$ cat src/rtl/seq_addsub32_pkg.sv
// Shared definitions for the iterative slice-serial adder/subtractor.
// Holds default sizing and the FSM state encoding.
package seq_addsub32_pkg;

    localparam int WIDTH_DEFAULT      = 32;
    localparam int SLICE_DEFAULT      = 4;
    localparam int NUM_SLICES_DEFAULT = WIDTH_DEFAULT / SLICE_DEFAULT;

    // The encoding 2'd3 is unused and falls back to IDLE in the FSM.
    typedef enum logic [1:0] {
        IDLE = 2'd0,
        RUN  = 2'd1,
        DONE = 2'd2
    } state_t;

endpackage

$ cat src/rtl/seq_addsub32_slice_add4.sv
// Combinational 4-bit lookahead adder slice.
// Also exposes the carry into bit 3 so the top can derive signed overflow.
module slice_add4 (
    input  logic [3:0] a,
    input  logic [3:0] b,
    input  logic       cin,
    output logic [3:0] s,
    output logic       cout,
    output logic       c3
);

    logic [3:0] g;
    logic [3:0] p;
    logic       c1;
    logic       c2;

    assign g = a & b;
    assign p = a ^ b;

    assign c1   = g[0] | (p[0] & cin);
    assign c2   = g[1] | (p[1] & g[0]) | (p[1] & p[0] & cin);
    assign c3   = g[2] | (p[2] & g[1]) | (p[2] & p[1] & g[0])
                | (p[2] & p[1] & p[0] & cin);
    assign cout = g[3] | (p[3] & g[2]) | (p[3] & p[2] & g[1])
                | (p[3] & p[2] & p[1] & g[0])
                | (p[3] & p[2] & p[1] & p[0] & cin);

    assign s = p ^ {c3, c2, c1, cin};

endmodule

$ cat src/rtl/seq_addsub32.sv
// Iterative adder/subtractor: resolves one SLICE-bit slice per cycle through a
// single shared slice_add4, with valid/ready handshakes on both sides.
module seq_addsub32
    import seq_addsub32_pkg::*;
#(
    parameter int WIDTH = WIDTH_DEFAULT,
    parameter int SLICE = SLICE_DEFAULT
) (
    input  logic             clock,
    input  logic             reset,
    input  logic             in_valid,
    output logic             in_ready,
    input  logic [WIDTH-1:0] data_a,
    input  logic [WIDTH-1:0] data_b,
    input  logic             sub,
    output logic             out_valid,
    input  logic             out_ready,
    output logic [WIDTH-1:0] sum,
    output logic             cout,
    output logic             ovf
);

    localparam int NUM_SLICES = WIDTH / SLICE;
    localparam int IDX_W      = (NUM_SLICES > 1) ? $clog2(NUM_SLICES) : 1;
    localparam logic [IDX_W-1:0] LAST_IDX = IDX_W'(NUM_SLICES - 1);

    state_t           state;
    logic [IDX_W-1:0] index;
    logic             carry;
    logic [WIDTH-1:0] a_reg;
    logic [WIDTH-1:0] b_reg;

    logic [SLICE-1:0] slice_a;
    logic [SLICE-1:0] slice_b;
    logic [SLICE-1:0] slice_s;
    logic             slice_cout;
    logic             slice_c3;

    assign slice_a = a_reg[index*SLICE +: SLICE];
    assign slice_b = b_reg[index*SLICE +: SLICE];

    slice_add4 u_slice (
        .a    (slice_a),
        .b    (slice_b),
        .cin  (carry),
        .s    (slice_s),
        .cout (slice_cout),
        .c3   (slice_c3)
    );

    assign in_ready  = (state == IDLE);
    assign out_valid = (state == DONE);

    // B is pre-inverted and the carry seeded with sub, so subtraction reuses
    // the same add path; on the last slice the MSB carries give cout/ovf.
    always_ff @(posedge clock) begin
        if (reset) begin
            state <= IDLE;
            index <= '0;
            carry <= 1'b0;
            a_reg <= '0;
            b_reg <= '0;
            sum   <= '0;
            cout  <= 1'b0;
            ovf   <= 1'b0;
        end else begin
            case (state)
                IDLE: begin
                    if (in_valid) begin
                        a_reg <= data_a;
                        b_reg <= data_b ^ {WIDTH{sub}};
                        carry <= sub;
                        index <= '0;
                        sum   <= '0;
                        cout  <= 1'b0;
                        ovf   <= 1'b0;
                        state <= RUN;
                    end
                end
                RUN: begin
                    sum[index*SLICE +: SLICE] <= slice_s;
                    carry <= slice_cout;
                    if (index == LAST_IDX) begin
                        index <= '0;
                        cout  <= slice_cout;
                        ovf   <= slice_c3 ^ slice_cout;
                        state <= DONE;
                    end else begin
                        index <= index + 1'b1;
                    end
                end
                DONE: begin
                    if (out_ready) begin
                        state <= IDLE;
                    end
                end
                default: begin
                    state <= IDLE;
                end
            endcase
        end
    end

endmodule
$ cat config.mk
export PLATFORM = sky130hd
export DESIGN_NAME = seq_addsub32
export DESIGN_NICKNAME = d
export VERILOG_FILES = /design/src/rtl/seq_addsub32_pkg.sv /design/src/rtl/seq_addsub32_slice_add4.sv /design/src/rtl/seq_addsub32.sv
export SDC_FILE = /design/constraint.sdc
export NUM_CORES = 1
export LEC_CHECK = 0
export CORE_UTILIZATION = 46
export DETAILED_ROUTE_END_ITERATION = 10
export GPL_ROUTABILITY_DRIVEN = 0
export HOLD_SLACK_MARGIN = 0.02
export PLACE_DENSITY = 0.76
export SYNTH_ARGS = -nofsm -noshare
export SYNTH_HDL_FRONTEND = slang
export SYNTH_HIERARCHICAL = 1
export SYNTH_SLANG_ARGS = --single-unit
export TNS_END_PERCENT = 20
$ cat constraint.sdc
create_clock -name clock -period 2.7 [get_ports clock]
set_input_delay 0.405 -clock clock [delete_from_list [all_inputs] [get_ports clock]]
set_output_delay 0.405 -clock clock [all_outputs]
set_load 0.02 [all_outputs]
[Word-level counts from Yosys, hierarchy flattened]
Cells that the tools add are included.
Cells by class
  mux-type cells: 17
  bitwise gates (word level): 31
  eq/ne operators: 6
  shifts and indexed selects: 4
  $add $sub $neg: 2
  reductions and logical operators: 6
Operator list (number)
  case mux 32 bit (2 select lines): 1
  variable part select 32 x 6 -> 4 bit: 2
  negator 5 -> 34 bit: 1
  variable shift 4 x 34 -> 32 bit (first input constant): 1
  variable part select 4 x 34 -> 32 bit: 1
  bitwise mux 32 bit: 1
  2-to-1 mux 32 bit: 1
  XOR 32 bit: 1
  bitwise AND 1 bit: 16
  bitwise OR 1 bit: 10
  XOR 4 bit: 2
  2-to-1 mux 2 bit: 3
  2-to-1 mux 3 bit: 2
  case mux 1 bit (2 select lines): 3
  case mux 2 bit (3 select lines): 1
  case mux 3 bit (2 select lines): 1
  AND reduction 3 bit: 2
  bitwise AND 4 bit: 1
  2-to-1 mux 1 bit: 4
  inequality test 2 bit (second input constant): 2
  AND reduction 2 bit: 2
  adder 3 x 1 -> 3 bit (second input constant): 1
  equality test 3 bit (second input constant): 1
  equality test 2 x 1 -> 1 bit (second input constant): 1
  5 further kinds: 5
Storage, ports and cells
  register bits: 104
  word-level logic and storage cells: 74
  input bits: 69

[Longest topological paths before layout]
Gate-level depths: netlist of the first run.
  depth after elaboration: 10
  gate-level depth with buffers: 12
  gate-level depth less buffers: 10

[Cells and area by module]
Netlist of the first run, hierarchy kept.
By module, submodules not included
  seq_addsub32: sequential area each 2082.0 um2, area an instance 4758.3 um2, cells an instance 520, times used 1
  slice_add4: sequential area each 0.0 um2, area an instance 155.1 um2, cells an instance 18, times used 1

[Worst setup path before layout of the first run]
Ideal clock, no wire load.
  path kind: reg-to-reg
  from: register index[1]
  to: register sum[16]
  cell stages (with the launch flop): 9
  slack: -0.224 ns
  arrival: 2.802 ns
  path through: dfxtp_1 -> clkbuf_1 -> clkbuf_1 -> inv_1 -> ha_1 -> or4b_4 -> or4b_4 -> buf_6 -> mux2i_1
Between the ends
  word-level cells in the longest chain between the ends: 10
  elaborated cells on any way between the ends: 25
  classes of those cells: add/sub (1); shift (4); mux (2); bitwise (18)
RTL lines
  from (decl): line seq_addsub32.sv:28  | logic [IDX_W-1:0] index;
  from (signal assigned): line seq_addsub32.sv:89  | index <= index + 1'b1;
  variable part select 32 x 6 -> 4 bit, on equally long branches: line seq_addsub32.sv:39, seq_addsub32.sv:40
  XOR 4 bit or bitwise AND 4 bit (tied branches): line seq_addsub32_slice_add4.sv:18, seq_addsub32_slice_add4.sv:17
  bitwise AND 1 bit, on equally long branches: line seq_addsub32_slice_add4.sv:22, seq_addsub32_slice_add4.sv:23
  bitwise OR 1 bit (tied with other cells): line seq_addsub32_slice_add4.sv:22  | assign c3 = g[2] | (p[2] & g[1]) | (p[2] & p[1] & g[0])
  bitwise OR 1 bit or bitwise AND 1 bit (tied branches): line seq_addsub32_slice_add4.sv:22, seq_addsub32_slice_add4.sv:23
  bitwise OR 1 bit: line seq_addsub32_slice_add4.sv:23  | | (p[2] & p[1] & p[0] & cin);
  XOR 4 bit: line seq_addsub32_slice_add4.sv:28  | assign s = p ^ {c3, c2, c1, cin};
  variable part select 4 x 34 -> 32 bit: line seq_addsub32.sv:81  | sum[index*SLICE +: SLICE] <= slice_s;
  bitwise mux 32 bit (*): line seq_addsub32.sv:81
  case mux 32 bit (2 select lines) (*): line seq_addsub32.sv:67  | case (state)
  to (signal, indexed assignment): line seq_addsub32.sv:81
  to (decl): line seq_addsub32.sv:18  | output logic [WIDTH-1:0] sum,
Every way passes the cells marked *; elsewhere a longest branch is shown, timed or not.
A chain may end at the register's enable or synchronous reset.

[Final worst setup path of the first run]
  from: register index[0]
  to: register sum[7]
Between the ends
  word-level cells in the longest chain between the ends: 10
  elaborated cells on any way between the ends: 25
  classes of those cells: add/sub (1); shift (4); mux (2); bitwise (18)
RTL lines
  variable part select 32 x 6 -> 4 bit (*): line seq_addsub32.sv:40  | assign slice_b = b_reg[index*SLICE +: SLICE];
  net slice_b[1]: line seq_addsub32.sv:34  | logic [SLICE-1:0] slice_b;
  bitwise AND 4 bit or XOR 4 bit (tied branches): line seq_addsub32_slice_add4.sv:17, seq_addsub32_slice_add4.sv:18
  bitwise AND 1 bit, on equally long branches: line seq_addsub32_slice_add4.sv:22, seq_addsub32_slice_add4.sv:23
  bitwise OR 1 bit (tied with other cells): line seq_addsub32_slice_add4.sv:22
  bitwise OR 1 bit or bitwise AND 1 bit (tied branches): line seq_addsub32_slice_add4.sv:22, seq_addsub32_slice_add4.sv:23
  bitwise OR 1 bit (*): line seq_addsub32_slice_add4.sv:23
  net slice_c3: line seq_addsub32.sv:37  | logic slice_c3;
  XOR 4 bit (*): line seq_addsub32_slice_add4.sv:28
  net slice_s[3]: line seq_addsub32.sv:35  | logic [SLICE-1:0] slice_s;
  variable part select 4 x 34 -> 32 bit (*): line seq_addsub32.sv:81
  bitwise mux 32 bit (*): line seq_addsub32.sv:81
  case mux 32 bit (2 select lines) (*): line seq_addsub32.sv:67
Mark *: on every way through the listed nets, which the timed path passes. The rest lies on a longest branch.

==> metrics.txt, run 1 <==
status=completed; Worst path max stage delay=0.52 ns; clk sink count=between 100 and 150; setup ws final=~0.079 ns; Cell Area, Placed=roughly 0.0062 mm^2; Non-Filler Instances=783; Synth cell types=52; Post-Route Setup TNS=0 ns; worst-path cell chain=buf_6, mux4_2, nor2_4, a221oi_2, ha_2, o21ai_1, o21bai_2, xor2_1, nor2b_1, buf_4, a22o_1; Crit Path Max Fanout=6; first-pass GRT wire length=19.46 mm; CTS tree=done; Min-Delay Path Class=reg2reg; CTS Buffer Depth=2; ANT cells=0; Place WS=-0.1105 ns; hold depth=2; clk slew on worst S/H paths=about 0.10 ns; Pins Over Slew Limit=0; via count=approximately 4200; Tot Pwr=3.351 mW; drt drc=0; vias in the first global route=~4200; core box area=0.01032 mm^2; post-route core utilization=between 60 and 70%; initial antenna violation count=0; Crit Path Class=reg2reg; R2R Setup Slk=just under 0.08 ns; EDFF count, synth=0; Worst R2R End=sum[7]; DP HPWL=between 8 and 9 mm; Period minus WS final=between 2 and 3 ns; most common cell after layout, fill and taps aside=clkdlybuf4s50_1; Min Hold Slack=~0.46 ns; syn_nets=between 600 and 700; post-synthesis register bit count=104; Initial Util=a little under half; Worst-Skew Late Latency=between 0.3 and 0.4 ns; Root Driver=clkbuf_8; Arr. time, crit path=between 2 and 3 ns; final WL=11.82 mm; register area share after synthesis=a little over two fifths; endpoints failing setup=0; Die H=around 110 um; reg-to-reg critical path startpoint=index[0]; synthesized area per cell=just over 9 um^2; Critical Path Source Type=flop; CTS Buf Count=9; row count=37; Worst EP required=between 2 and 3 ns; R2R depth=11; Max Clock Skew=roughly 0.011 ns; Primary FF master, synth=dfxtp_1; Power Dens Cells=518.1 mW/mm^2; worst slew pin tran=between 0.9 and 1 ns; cell area after layout=0.006467 mm^2; Max-cap violations=0; Fmax=about 0.38 GHz; met2 Use GR=about 38%; worst relative slew slack=roughly two fifths; Final Hold Viols=0; Leak=2.362 nW; synthesized area=around 0.005 mm^2; routing usage on met3=slightly below 4%; IO Pins=around 110; crit share post-route=a little over nine tenths; GRT Util Overall=21.84%; FFs w/ async S/R, synth=0%; Hold EP=a_reg[23]; Initial DRC Count=205; Gate Count Post-Synth=around 540; most frequent cells in the layout=clkdlybuf4s50_1 (102), dfxtp_1 (101), nand2_1 (66); nets@finish=roughly 720; met1 GRT Util=approximately a quarter; IO buf count=104; hold path start=a_reg[23]; DIE AREA=~0.011 mm^2; slowest CP cell=mux4_2; share of cells above drive strength 1=roughly 11%; grt total ovfl=0; CTS H-Tree Depth=3; Worst setup EP type=flop; Antenna Nets Post-Route=0; layer with the highest usage=met2; WL per Instance=~15 um; Area Growth Syn to Fin=31.63%; Fillers=between 800 and 900; largest net degree at the start of global routing=86; Synth Warn #=6; vias per std cell=~5.4; Hold Buf Count CTS=0; dpl cells=around 760; die width=around 110 um; Peak supply drop=about 0.28 mV; Pre-antenna DRT Iters=5
synthesized netlist by cell type (all sizes together) (3+ instances only):
| cell | n | area share (%) |
|---|---|---|
| and4b | 3 | 0.61 |
| nor4bb | 5 | 1.0 |
| o211ai | 4 | 0.61 |
| or4b | 3 | 0.76 |
| nor2 | 52 | 4.0 |
| xnor2 | 33 | 5.9 |
| mux2i | 20 | 4.1 |
| dfxtp | 104 | 42 |
| a21oi | 43 | 4.4 |
| a221oi | 8 | 1.4 |
| clkbuf | 37 | 2.8 |
| a22o | 12 | 2.1 |
| nand2 | 66 | 5.0 |
| nand3b | 7 | 1.1 |
| nor2b | 6 | 0.76 |
| o22ai | 8 | 1.0 |
| xor2 | 3 | 0.53 |
| ha | 11 | 2.8 |
| nand3 | 6 | 0.61 |
| nand4 | 5 | 0.64 |
| buf | 7 | 0.87 |
| a211oi | 37 | 5.8 |
| mux4 | 8 | 4.0 |
| inv | 15 | 1.1 |
| nand2b | 7 | 0.89 |
worst max-delay path, delay by kind of cell (launching register included):
family	cells	cell delay, ns
muxes	1	0.52
adders and majority gates	1	0.31
buffers and inverters	2	0.29
xor gates and xnor gates	1	0.18
DFF	1	0.40
AOI/OAI and AO/OA	4	0.56
and+or+nand+nor	2	0.27
worst max-delay path by stage:
stage / cells past startpoint / start / end / slack (ns)
floorplan: 11 / index[0] / sum[15] / 0.03
global placement: 10 / index[1] / sum[7] / -0.04
detailed placement: 11 / index[0] / sum[7] / -0.11
CTS: 11 / index[0] / sum[7] / 0.009
global route: 10 / index[0] / sum[7] / -0.02
finish: 11 / index[0] / sum[7] / 0.08
kinds of logic after synthesis:
group	synth area share (%)
simple gates	17.32
flops	42.37
xor+xnor	6.417
compound gates	17.65
mux	8.123
buf+inv	4.914
fa+ha+maj	3.209
layer usage:
metal  wire length (um)  up-vias
li1                   -     2125
met1               5300     1954
met2               5878      108
met3                412       20
met4                224        0
met5                  0        -
power by group:
group	internal (mW)	switching [mW]	leakage [nW]	total, mW
Clock	0.374	0.567	0.0987	0.941
Combinational	0.374	0.367	1.41	0.742
Sequential	1.61	0.0538	0.853	1.67
area by class of cell:
type	count	area [um^2]	share of cell area, %
Timing Repair Buffer	137	1320	20.41
Clock buffer	10	137.6	2.128
Tap cell	136	170.2	2.631
Inverter	16	63.81	0.9867
Sequential cell	104	2091	32.33
Clock inverter	6	51.30	0.7932
Multi-Input combinational cell	374	2634	40.72
repair_timing:
| item | 4_1_cts | 5_1_grt |
|---|---|---|
| setup endpoints to repair | 13 | 11 |
| gates resized for setup | 3 | 16 |
| endpoints found under the hold margin | 0 | 0 |
| setup buffers | 0 | 3 |
| pin swaps | 0 | 9 |
No activity file was read; power rests on OpenSTA's default activity.
==> run 2: changes to the inputs <==
--- a/config.mk
+++ b/config.mk
@@ -5,11 +5,12 @@
 export SDC_FILE = /design/constraint.sdc
 export NUM_CORES = 1
 export LEC_CHECK = 0
-export CORE_UTILIZATION = 46
+export CORE_UTILIZATION = 48
+export CTS_BUF_LIST = sky130_fd_sc_hd__clkbuf_4 sky130_fd_sc_hd__clkbuf_8
 export DETAILED_ROUTE_END_ITERATION = 10
 export GPL_ROUTABILITY_DRIVEN = 0
 export HOLD_SLACK_MARGIN = 0.02
-export PLACE_DENSITY = 0.76
+export PLACE_DENSITY = 0.79
 export SYNTH_ARGS = -nofsm -noshare
 export SYNTH_HDL_FRONTEND = slang
 export SYNTH_HIERARCHICAL = 1
==> run 2 against run 1 <==
Net effect: routed wire length increased by 3.1%; hold slack worse by 0.068 ns; clock skew decreased by 0.0028 ns; utilization is 2.8 points higher; non-clock buffer count is 4 lower; largest cell class unchanged.
==> metrics.txt, run 2 (synthesized netlist as in run 1, its figures left out) <==
ANT cells=0; CTS H-Tree Depth=3; slowest CP cell=mux4_2; Initial DRC Count=between 150 and 200; Final Hold Viols=0; Power Dens Cells=529.8 mW/mm^2; worst-path cell chain=buf_6, mux4_2, nor2_2, a221oi_2, ha_2, buf_4, nor2_1, nor2_1, xor2_1, nor2b_1, buf_4, a22o_1; register area=roughly 0.0021 mm^2; Pre-antenna DRT Iters=6; clk sink count=between 100 and 150; crit share post-route=a little over nine tenths; Pins Over Slew Limit=0; Post-Route Setup TNS=0 ns; DIE AREA=~0.011 mm^2; Hold Buf Count CTS=0; Fmax=0.3811 GHz; IO buf count=between 100 and 150; grt total ovfl=0; Die H=~100 um; WL per Instance=approximately 16 um; first-pass GRT wire length=around 20 mm; Multi-input gate area=around 0.0026 mm^2; final WL=around 12 mm; Critical Path Source Type=flop; setup ws final=roughly 0.076 ns; clk slew on worst S/H paths=0.10 ns; drt drc=0; dpl cells=759; status=completed; Worst path max stage delay=approximately 0.5 ns; Max-cap violations=0; reg-to-reg critical path startpoint=index[0]; Non-Filler Instances=between 700 and 800; RSZ-0062 raised after global routing=yes; row count=36; Tot Pwr=between 3 and 4 mW; Antenna Nets Post-Route=0; die width=~100 um; IO Pins=about 110; DP HPWL=8.877 mm; share of cells above drive strength 1=between 10% and 20%; Fillers=797; nets@finish=between 700 and 800; core box area=a little under 0.01 mm^2; hold path start=reset; Min-Delay Path Class=in2reg; vias in the first global route=between 4000 and 5000; via count=between 4000 and 5000; Place WS=-0.1428 ns; Area Growth Syn to Fin=31.35%; Period minus WS final=2.624 ns; Crit Path Max Fanout=6; CTS tree=done; initial antenna violation count=0; R2R Setup Slk=0.08 ns; Leak=~2.3 nW; post-route core utilization=65.42%; vias per std cell=~5.5; Worst EP required=slightly below 3 ns; worst slew pin tran=between 0.9 and 1 ns; largest net degree at the start of global routing=89; Worst-Skew Late Latency=approximately 0.38 ns; Arr. time, crit path=2.90 ns; Worst Setup SP=index[0]; worst relative slew slack=about two fifths; Peak supply drop=roughly 0.38 mV; Max Clock Skew=around 0.0085 ns; CTS Buffer Depth=2; CTS Buf Count=9; Root Driver=clkbuf_8; GRT Util Overall=between 20% and 30%; Crit Path Class=reg2reg; Initial Util=49.81%; most frequent cells in the layout=dfxtp_1 (102), clkdlybuf4s50_1 (102), nand2_1 (66); Worst setup EP type=flop; endpoints failing setup=0
## run 2: layer usage
| metal | wire, um | global-route usage [%] | share of wire (%) |
|---|---|---|---|
| met5 | 0 | 0 | 0 |
| met1 | 5139 | 27.18 | 42 |
| met3 | 580 | 5.108 | 4.8 |
| met4 | 427 | 11.48 | 3.5 |
| met2 | 6032 | 43.13 | 50 |
## run 2: stage by stage
stage	cell area (um^2)	hold WS (ns)
2_1_floorplan	4925	0.4315
3_3_place_gp	6182	0.4379
3_5_place_dp	6182	0.4473
4_1_cts	6394	0.3594
5_1_grt	6454	0.4267
6_report	6454	0.3914
## run 2: layout make-up
class / instances / share of cell area (%)
Clock inverter: 7 / 1.241
Timing Repair Buffer: 133 / 20.10
Multi-Input combinational cell: 374 / 40.89
Inverter: 16 / 0.9306
Sequential cell: 104 / 32.34
Tap cell: 133 / 2.579
Clock buffer: 9 / 1.919
## run 2: repair_timing
action	CTS	global route
endpoints found under the hold margin	0	0
pin swaps	0	7
endpoints found under the setup margin	18	17
setup buffers	0	1
resized for setup	4	19
cloned	0	0
## run 2: final timing paths
check,end,cells past startpoint
min reg2reg,a_reg[1],2
max,sum[22],12
min,sum[0],2
max reg2reg,sum[22],12
## run 2: critical path: cells and delay by family (launching register included)
| family | cells | cell delay, ns |
|---|---|---|
| muxes | 1 | 0.51 |
| buffers and inverters | 3 | 0.42 |
| DFF | 1 | 0.42 |
| and+or+nand+nor | 4 | 0.41 |
| AOI/OAI and AO/OA | 2 | 0.29 |
| adders and majority gates | 1 | 0.29 |
| xor gates and xnor gates | 1 | 0.16 |
## run 2: report_power, final
| group | total (mW) | switching, mW | leakage [nW] | internal [mW] |
|---|---|---|---|---|
| Combinational | 0.761 | 0.380 | 1.38 | 0.381 |
| Clock | 0.991 | 0.551 | 0.102 | 0.440 |
| Sequential | 1.67 | 0.0523 | 0.853 | 1.61 |
==> run 3: changes to the inputs <==
--- a/config.mk
+++ b/config.mk
@@ -5,6 +5,7 @@
 export SDC_FILE = /design/constraint.sdc
 export NUM_CORES = 1
 export LEC_CHECK = 0
+export CORE_MARGIN = 4
 export CORE_UTILIZATION = 48
 export CTS_BUF_LIST = sky130_fd_sc_hd__clkbuf_4 sky130_fd_sc_hd__clkbuf_8
 export DETAILED_ROUTE_END_ITERATION = 10
==> run 3 against run 2 <==
Net effect: fmax shrank 1.8%; hold slack gained 0.072 ns; utilization is essentially flat; global-route usage shrank 3.6 points; die area grew 12%; cell area is essentially flat; critical path type unchanged; largest cell class unchanged.
==> metrics.txt, run 3 (synthesized netlist as in run 1, its figures left out) <==
status=completed; Seq pwr share=between 40 and 50%; Pins Over Slew Limit=0; Int Power=2.448 mW; cell area after layout=roughly 0.0065 mm^2; Worst path max stage delay=roughly 0.5 ns; DP HPWL=8.906 mm; largest net degree at the start of global routing=87; IO buf count=between 100 and 150; Crit Path Class=reg2reg; ANT cells=0; worst-path cell chain=mux4_2, nor2_1, a221oi_2, ha_1, a211oi_4, o21bai_2, xor2_1, nor2b_1, buf_4, a22o_1; clk sink count=104; vias in the first global route=between 4000 and 5000; Worst-Skew Late Latency=approximately 0.38 ns; IO Pins=105; Final Hold Viols=0; Arr. time, crit path=about 3.0 ns; Multi-input gate area=around 0.0026 mm^2; Switch Pwr=just over 1 mW; worst relative slew slack=about two fifths; Min Hold Slack=0.4633 ns; register area=roughly 0.0021 mm^2; vias per std cell=5.422; share of cells above drive strength 1=a little under an eighth; Buf+Inv Stages, Crit Path=1; Hold Buf Count CTS=0; Net Sw Frac=roughly 29%; clock power share=just under 30%; Leak=2.334 nW; grt total ovfl=0; Power Dens Cells=536.5 mW/mm^2; Critical Path Source Type=flop; core box area=0.009864 mm^2; DIE AREA=around 0.012 mm^2; post-route core utilization=between 60% and 70%; CTS tree=done; via count=approximately 4200; Fillers=approximately 800; Post-Route Setup TNS=0 ns; nets@finish=717; Peak supply drop=~0.33 mV; setup ws final=0.02788 ns; Comb power frac=22.2%; Fmax=roughly 0.37 GHz; initial antenna violation count=0; Crit Path Max Fanout=5; Die H=between 100 and 150 um; Worst EP required=2.97 ns; crit-path leading delay family=compound AO/OA/AOI/OAI gates; Period minus WS final=roughly 2.7 ns; Max Clock Skew=0.01535 ns; Min-Delay Path Class=reg2reg; Worst setup EP type=flop; row count=36; Pre-antenna DRT Iters=4; WL per Instance=about 16 um; clk slew on worst S/H paths=~0.11 ns; die width=about 110 um; slowest CP cell=mux4_2; CTS Buffer Depth=2; Initial Util=49.81%; CTS Buf Count=9; Cell Area, Placed=between 0.006 and 0.007 mm^2; worst slew pin tran=between 0.9 and 1 ns; drt drc=0; Max-cap violations=0; endpoints failing setup=0; crit share post-route=between 90% and 100%; GRT Util Overall=about 20%; Antenna Nets Post-Route=0; Initial DRC Count=~220; Place WS=-0.06225 ns; Area Growth Syn to Fin=31.37%; RSZ-0062 raised after global routing=yes; first-pass GRT wire length=about 20 mm; Root Driver=clkbuf_8; final WL=around 12 mm; CTS H-Tree Depth=3; most frequent cells in the layout=dfxtp_1 (102), clkdlybuf4s50_1 (102), nand2_1 (66)
-- run 3: cell type report --
cell class,count,area share (%)
clock buffers,9,1.919
clock inverters,7,1.337
inverters,16,0.9886
multi-input cells,374,41.04
flip-flops and latches,104,32.33
well taps,133,2.578
repair buffers,131,19.81
-- run 3: per-layer routing --
metal	track usage [%]	up-vias	share of wire, %
met4	7.213	0	2.0
met3	3.730	22	5.2
li1	-	2099	-
met1	25.94	1949	43
met2	34.69	127	49
met5	0	-	0
-- run 3: power groups by stage --
stage	clock (mW)	sequential, mW	combinational (mW)
2_1_floorplan	0	1.68	0.426
6_report	1.03	1.67	0.769
4_1_cts	1.04	1.67	0.725
3_5_place_dp	0	1.70	0.719
3_3_place_gp	0	1.70	0.698
5_1_grt	1.10	1.68	0.838
-- run 3: repair_timing --
item | 4_1_cts | 5_1_grt
cloned | 0 | 0
endpoints found under the setup margin | 9 | 18
resized for setup | 3 | 22
pin swaps | 0 | 11
buffers inserted | 0 | 3
-- run 3: final timing paths --
path / from / endpoint / slack (ns) / cells past startpoint
worst min-delay path: a_reg[2] / a_reg[2] / 0.46 / 2
worst max-delay path: index[0] / sum[15] / 0.03 / 10
worst max register to register: index[0] / sum[15] / 0.03 / 10
worst min register to register: a_reg[2] / a_reg[2] / 0.46 / 2
-- run 3: metrics by stage --
stage | std cells | power, mW
3_3_place_gp | 756 | 2.394
6_report | 774 | 3.463
2_1_floorplan | 538 | 2.111
3_5_place_dp | 756 | 2.419
4_1_cts | 772 | 3.431
5_1_grt | 774 | 3.614
-- run 3: tightest hold or removal path, cell delays in order (launching register included) --
cell,delay (ns)
dfxtp_1,0.33
nand2_1,0.05
a21oi_1,0.05
